===== src/rtl/mm_pkg.sv =====
// mm_pkg -- shared definitions for the mastermind guess scorer.
//   Code geometry : NUM_PEGS pegs of COLOR_W bits each (CODE_W total),
//                   NUM_COLORS distinct colour values.
//   Encodings     : result to the turn counter (RES_*), game_over from the
//                   turn counter (GO_*), and the scorer FSM state type.
package mm_pkg;

  localparam int NUM_PEGS   = 4;
  localparam int COLOR_W    = 3;
  localparam int NUM_COLORS = 8;
  localparam int CODE_W     = NUM_PEGS * COLOR_W;

  localparam logic [1:0] RES_NONE = 2'b00;
  localparam logic [1:0] RES_NEXT = 2'b01;
  localparam logic [1:0] RES_WIN  = 2'b10;

  localparam logic [1:0] GO_PLAYING = 2'd0;
  localparam logic [1:0] GO_LOST    = 2'd1;
  localparam logic [1:0] GO_WON     = 2'd2;

  typedef enum logic [1:0] {
    IDLE,
    EXACT,
    COLOR,
    REPORT
  } state_t;

  // Smaller of two per-colour occurrence counts.
  function automatic logic [2:0] min3(input logic [2:0] a, input logic [2:0] b);
    return (a < b) ? a : b;
  endfunction

endpackage


===== src/rtl/peg_color_count.sv =====
// peg_color_count -- combinational count of how many pegs of a code carry
// a given colour.
//   code  : in,  CODE_W bits, NUM_PEGS packed pegs (peg0 in the LSBs)
//   color : in,  COLOR_W bits, colour value to look for
//   count : out, 3 bits, number of matching pegs (0..4)
module peg_color_count
  import mm_pkg::*;
(
  input  logic [CODE_W-1:0]  code,
  input  logic [COLOR_W-1:0] color,
  output logic [2:0]         count
);

  always_comb begin
    count = '0;
    for (int p = 0; p < NUM_PEGS; p++) begin
      if (code[p*COLOR_W +: COLOR_W] == color) begin
        count = count + 3'd1;
      end
    end
  end

endmodule


===== src/rtl/guess_scorer.sv =====
// guess_scorer -- sequential mastermind scorer. A submit in IDLE while the
// game is still playing latches guess and secret, counts exact matches one
// peg per cycle, optionally counts colour matches one colour per cycle, and
// then reports for a single cycle.
//   clk, reset : clock and synchronous active-high reset
//   submit     : in,  one-cycle scoring request (only accepted in IDLE)
//   guess      : in,  12 bits, pegs 3..0 in [11:9]..[2:0]
//   secret     : in,  12 bits, hidden code, same layout
//   game_over  : in,  2 bits, 0 playing / 1 lost / 2 won
//   busy       : out, high while a score is in progress (EXACT..REPORT)
//   black      : out, 3 bits, exact matches, held until the next report
//   white      : out, 3 bits, right colour wrong place, held likewise
//   result     : out, 2 bits, RES_WIN / RES_NEXT during REPORT, else RES_NONE
//   valid      : out, one-cycle strobe during REPORT
// Configuration: define GUESS_SCORER_WHITE_PEG_EN to include the COLOR pass
// and white computation (13-cycle latency); without it white is tied to 0
// and EXACT goes straight to REPORT (5-cycle latency).
module guess_scorer
  import mm_pkg::*;
(
  input  logic              clk,
  input  logic              reset,
  input  logic              submit,
  input  logic [CODE_W-1:0] guess,
  input  logic [CODE_W-1:0] secret,
  input  logic [1:0]        game_over,
  output logic              busy,
  output logic [2:0]        black,
  output logic [2:0]        white,
  output logic [1:0]        result,
  output logic              valid
);

  state_t            state, state_next;
  logic [CODE_W-1:0] guess_q, secret_q;
  logic [1:0]        idx;
  logic [2:0]        black_acc, black_next;
  logic              peg_eq, start, last_peg;

  assign start      = (state == IDLE) && submit && (game_over == GO_PLAYING);
  assign last_peg   = (idx == 2'(NUM_PEGS - 1));
  assign peg_eq     = (guess_q[idx*COLOR_W +: COLOR_W] == secret_q[idx*COLOR_W +: COLOR_W]);
  // Includes the peg being compared this cycle, so the final count is
  // available on the edge that leaves EXACT.
  assign black_next = black_acc + {2'b00, peg_eq};
  assign busy       = (state != IDLE);

`ifdef GUESS_SCORER_WHITE_PEG_EN
  logic [COLOR_W-1:0] color;
  logic [2:0]         guess_cnt, secret_cnt;
  logic [3:0]         match_acc, match_next;
  logic [3:0]         white_full;
  logic               last_color;

  peg_color_count u_guess_cnt (.code(guess_q),  .color(color), .count(guess_cnt));
  peg_color_count u_secret_cnt(.code(secret_q), .color(color), .count(secret_cnt));

  assign last_color = (color == COLOR_W'(NUM_COLORS - 1));
  assign match_next = match_acc + {1'b0, min3(guess_cnt, secret_cnt)};
  // Every exact match is also a colour match, so this never underflows.
  assign white_full = match_next - {1'b0, black_acc};
`endif

  // State register.
  always_ff @(posedge clk) begin
    if (reset) state <= IDLE;
    else       state <= state_next;
  end

  // Next state plus the REPORT strobe and result code.
  always_comb begin
    state_next = state;
    valid      = 1'b0;
    result     = RES_NONE;
    case (state)
      IDLE:   if (start) state_next = EXACT;
`ifdef GUESS_SCORER_WHITE_PEG_EN
      EXACT:  if (last_peg) state_next = COLOR;
      COLOR:  if (last_color) state_next = REPORT;
`else
      EXACT:  if (last_peg) state_next = REPORT;
`endif
      REPORT: begin
        state_next = IDLE;
        valid      = 1'b1;
        result     = (black == 3'(NUM_PEGS)) ? RES_WIN : RES_NEXT;
      end
      default: state_next = IDLE;
    endcase
  end

  // Datapath: operand latch, accumulators and the held black/white outputs,
  // which are loaded on the edge entering REPORT so they line up with valid.
  always_ff @(posedge clk) begin
    if (reset) begin
      guess_q   <= '0;
      secret_q  <= '0;
      idx       <= '0;
      black_acc <= '0;
      black     <= '0;
`ifdef GUESS_SCORER_WHITE_PEG_EN
      color     <= '0;
      match_acc <= '0;
      white     <= '0;
`endif
    end else begin
      case (state)
        IDLE: if (start) begin
          guess_q   <= guess;
          secret_q  <= secret;
          idx       <= '0;
          black_acc <= '0;
`ifdef GUESS_SCORER_WHITE_PEG_EN
          color     <= '0;
          match_acc <= '0;
`endif
        end
        EXACT: begin
          black_acc <= black_next;
          idx       <= idx + 2'd1;
`ifndef GUESS_SCORER_WHITE_PEG_EN
          if (last_peg) black <= black_next;
`endif
        end
`ifdef GUESS_SCORER_WHITE_PEG_EN
        COLOR: begin
          match_acc <= match_next;
          color     <= color + COLOR_W'(1);
          if (last_color) begin
            black <= black_acc;
            white <= white_full[2:0];
          end
        end
`endif
        default: ;
      endcase
    end
  end

`ifndef GUESS_SCORER_WHITE_PEG_EN
  assign white = '0;
`endif

endmodule


===== config.mk =====
export PLATFORM = sky130hd
export DESIGN_NAME = guess_scorer
export DESIGN_NICKNAME = d
export VERILOG_FILES = /design/src/rtl/mm_pkg.sv /design/src/rtl/peg_color_count.sv /design/src/rtl/guess_scorer.sv
export SDC_FILE = /design/constraint.sdc
export NUM_CORES = 1
export LEC_CHECK = 0
export ABC_AREA = 1
export CORE_ASPECT_RATIO = 0.8
export CORE_MARGIN = 2
export CORE_UTILIZATION = 35
export CTS_CLUSTER_SIZE = 12
export DETAILED_ROUTE_END_ITERATION = 10
export GPL_ROUTABILITY_DRIVEN = 0
export SLEW_MARGIN = 20
export SYNTH_ARGS = -nofsm -noshare
export SYNTH_HDL_FRONTEND = slang
export SYNTH_SLANG_ARGS = --single-unit
export TNS_END_PERCENT = 50

===== constraint.sdc =====
create_clock -name clk -period 1.5 [get_ports clk]
set_input_delay 0.3 -clock clk [delete_from_list [all_inputs] [get_ports clk]]
set_output_delay 0.3 -clock clk [all_outputs]
set_load 0.01 [all_outputs]

==> metrics.md <==
| Metric | Value |
|---|---|
| Synthesis Warnings | 0 |
| Hold_sp | guess_q[9] |
| Main combinational cell family by area after synthesis | compound AO/OA/AOI/OAI gates |
| Die Y | 63.41 µm |
| TritonCTS clock tree | built |
| Fillers | 424 |
| Gr ovfl total | 0 |
| Ys flop type | dfxtp_1 |
| Clock root buffer | clkbuf_8 |
| Hold Crit Class | flop to flop |
| Drt first pass iters | 4 |
| Initial DRC count | 29 |
| Max-slew violations | 0 |
| Longest Clk Path Bufs | 2 |
| Number of diodes | 0 |
| Crit Path Category | flop to flop |
| Synth Area per Inst | 7.050 µm² |
| Routed len/inst | 9.940 µm |
| Crit Path Max Fanout | 2 |
| Cell Rows | 21 |
| CTS Buf Count | 5 |
| Final Critical Period | 1.584 ns |
| Initial antenna violation count | 0 |
| Synth Area in Simple Gates | 0.1831 |
| Hold Crit Depth | 2 |
| Vias in the first global route | 1,330 |
| Multi-input gate area | 694.4 µm² |
| Number of synthesized flops with an enable pin | 0 |
| GR Util met3 | 0.05158 |
| DRC Markers | 0 |
| Worst R2R End | black[2] |
| Die ar. | 4962 µm² |
| Seq/Total Area, Yosys | 0.4408 |
| Ranking of synthesized cells by area | dfxtp_1 44%, a21oi_1 9.7%, inv_1 9.5%, nand2_1 9.2%, o21ai_0 8.8% |
| Worst setup EP type | flop |
| TNS Setup | -0.1660 ns |
| Post-synthesis adder-cell area fraction | 0.02431 |
| Maxcap violations | 0 |
| Global routing's busiest layer | met2 |
| FF+latch area | 695.7 µm² |
| Synth unique cells | 20 |
| Most common cell in the netlist | inv_1 |
| Detailed-route via count | 1,441 |
| Xor and xnor fraction of the mapped netlist area | 0.005673 |
| # port buffers | 35 |
| Starting density of the core | 0.3673 |
| CTS H-Tree Depth | 2 |
| Synth async-reset ratio | 0 |
| Clk sink count | 34 |
| Placed cell areas | 2093 µm² |
| Boundary Pins | 39 |
| Final wirelength | 3320 µm |
| Pwr/cell area | 858.0 nW/µm² |
| Vias/cell | 4.314 |
| Fmax | 0.6312 GHz |
| Core Area | 4204 µm² |
| Cell area after synthesis | 1544 µm² |
| Hpwl dp | 2435 µm |
| Total power | 0.001911 W |
| Worst EP required | 1.68 ns |
| Share of cells above drive strength 1 | 0.2058 |
| List of most frequent post-synthesis cells | 39 x inv_1, 38 x nand2_1, 34 x dfxtp_1, 30 x a21oi_1, 27 x o21ai_0 |
| Final Util | 0.5298 |
| Synth-to-layout area growth | 44.25% |
| RR Startpoint | secret_q[10] |
| Clock Skew | 0.003782 ns |
| Hold_buf cts | 0 |
| Met1 GRT Util | 0.1849 |
| Clock transition at the registers of the reported paths | 0.07 ns |
| Worst setup margin | -0.08428 ns |
| Register-to-Register Path Depth | 12 |
| Complex-gate fraction of the synthesized area | 0.1969 |
| Synthesized instance count | 219 |
| FF+latch count, synth | 34 |
| Die Width | 78.26 µm |
| Startpoint Class | flop |
| Unrepaired setup endpoints after global routing | true |
| Lkg Pwr | 0.9995 nW |
| Mux contribution to synthesized area | 0 |
| Reg-to-reg slack, setup | -0.08 ns |
| Clock Latency Late Sink | 0.28 ns |
| Failing checks | setup timing |
| Final setup fails | 2 |
| Largest net degree at the start of global routing | 21 |
| Status | complete, but fails checks |
| Design area | 2227 µm² |
| Area leader, netlist | dfxtp_1 |
| Total GRT Usage | 0.1474 |
| Final net count | 309 |
| VDD IR max | 0.0004764 V |
| Worst Hold Endpoint | guess_q[9] |
| First-pass GRT wire length | 5644 µm |
| Post-synth top area share | 0.4408 |
| Arrival time at the worst endpoint | 1.76 ns |
| Final hold violation count | 0 |
| Fraction of the cycle the final worst path needs | 1.056 |
| Number of nets still failing antenna checks after routing | 0 |
| Met2 usage | 0.2188 |
## state kept, by name, indices dropped and copies added (netlist names)
name       cells
secret_q      12
state          2
idx            2
guess_q       12
black          3
black_acc      3
## layer usage
layer / up-vias / part of all wire
met1: 613 / 0.50
met3: 7 / 0.060
met5: - / 0
li1: 790 / -
met2: 31 / 0.42
met4: 0 / 0.022
## final cells by class
cell class,count,share of cell area
well taps,57,0.03202
repair buffers,60,0.2438
flip-flops and latches,34,0.3124
multi-input cells,137,0.3118
inverters,39,0.06573
clock buffers,7,0.03427
## worst max-delay path: stages, from the launching register on
cell and delay, ns:
dfxtp_1 0.33, inv_1 0.06, o21ai_1 0.11, nor2_1 0.05, nand2_1 0.07, nand3_1 0.07
nand2_1 0.08, inv_2 0.04, ha_4 0.15, ha_4 0.16, xor2_2 0.17, o21ai_1 0.13
a21oi_1 0.05
## cells in the final DEF (no fill, tap or decap)
cell type        count
nor2_4               1
nor2_2               3
nand3_1              5
inv_2                3
buf_12               1
a21oi_2              3
a21oi_1             28
clkbuf_8             5
clkbuf_1             2
ha_1                 1
nand3_2              1
dfxtp_2             12
ha_4                 2
buf_4               24
xor2_2               1
inv_1               36
dlygate4sd2_1        4
o21ai_1              5
clkdlybuf4s50_1     28
dfxtp_1             22
dlymetal6s2s_1       1
clkdlybuf4s15_1      1
nor2_1              21
nand2_1             38
o21ai_0             24
conb_1               3
clkbuf_2             1
nor4_1               1
## worst max-delay path by stage
stage                 start           end  slack, ns  cells after the start
3_3_place_gp   game_over[1]    guess_q[3]      -0.07                      6
2_1_floorplan  secret_q[10]      black[2]       0.03                     12
4_1_cts          guess_q[9]      black[2]      -0.10                     13
6_report       secret_q[10]      black[2]      -0.08                     12
5_1_grt          guess_q[9]  black_acc[2]      -0.20                     13
3_5_place_dp   secret_q[10]  black_acc[2]      -0.11                     12
## through the flow
stage               hold slack (ns)  setup slack (ns)  std cells
floorplan                    0.3691           0.02968        221
global placement             0.4483          -0.07158        327
detailed placement           0.4504           -0.1077        327
CTS                          0.4562           -0.1028        334
global route                 0.4832           -0.1982        334
finish                       0.4554          -0.08428        334
## report_power, final
| part | internal (W) | switching (W) | total (W) | leakage, nW |
|---|---|---|---|---|
| Clock | 0.000319 | 0.000316 | 0.000635 | 0.0383 |
| Combinational | 0.000169 | 0.000135 | 0.000304 | 0.679 |
| Sequential | 0.000946 | 0.0000255 | 0.000972 | 0.282 |
## what timing repair did
action / in CTS / in global routing
gates cloned: 0 / 0
setup buffers: 0 / 0
pin swaps: 10 / 8
endpoints found under the setup margin: 11 / 8
gates resized for setup: 19 / 20
## logic make-up after synthesis
family,Yosys count
other cells,1
compound gates,60
buf+inv,50
xor+xnor,1
simple gates,70
fa+ha+maj,3
flops,34
No activity file was read; power rests on OpenSTA's default activity.
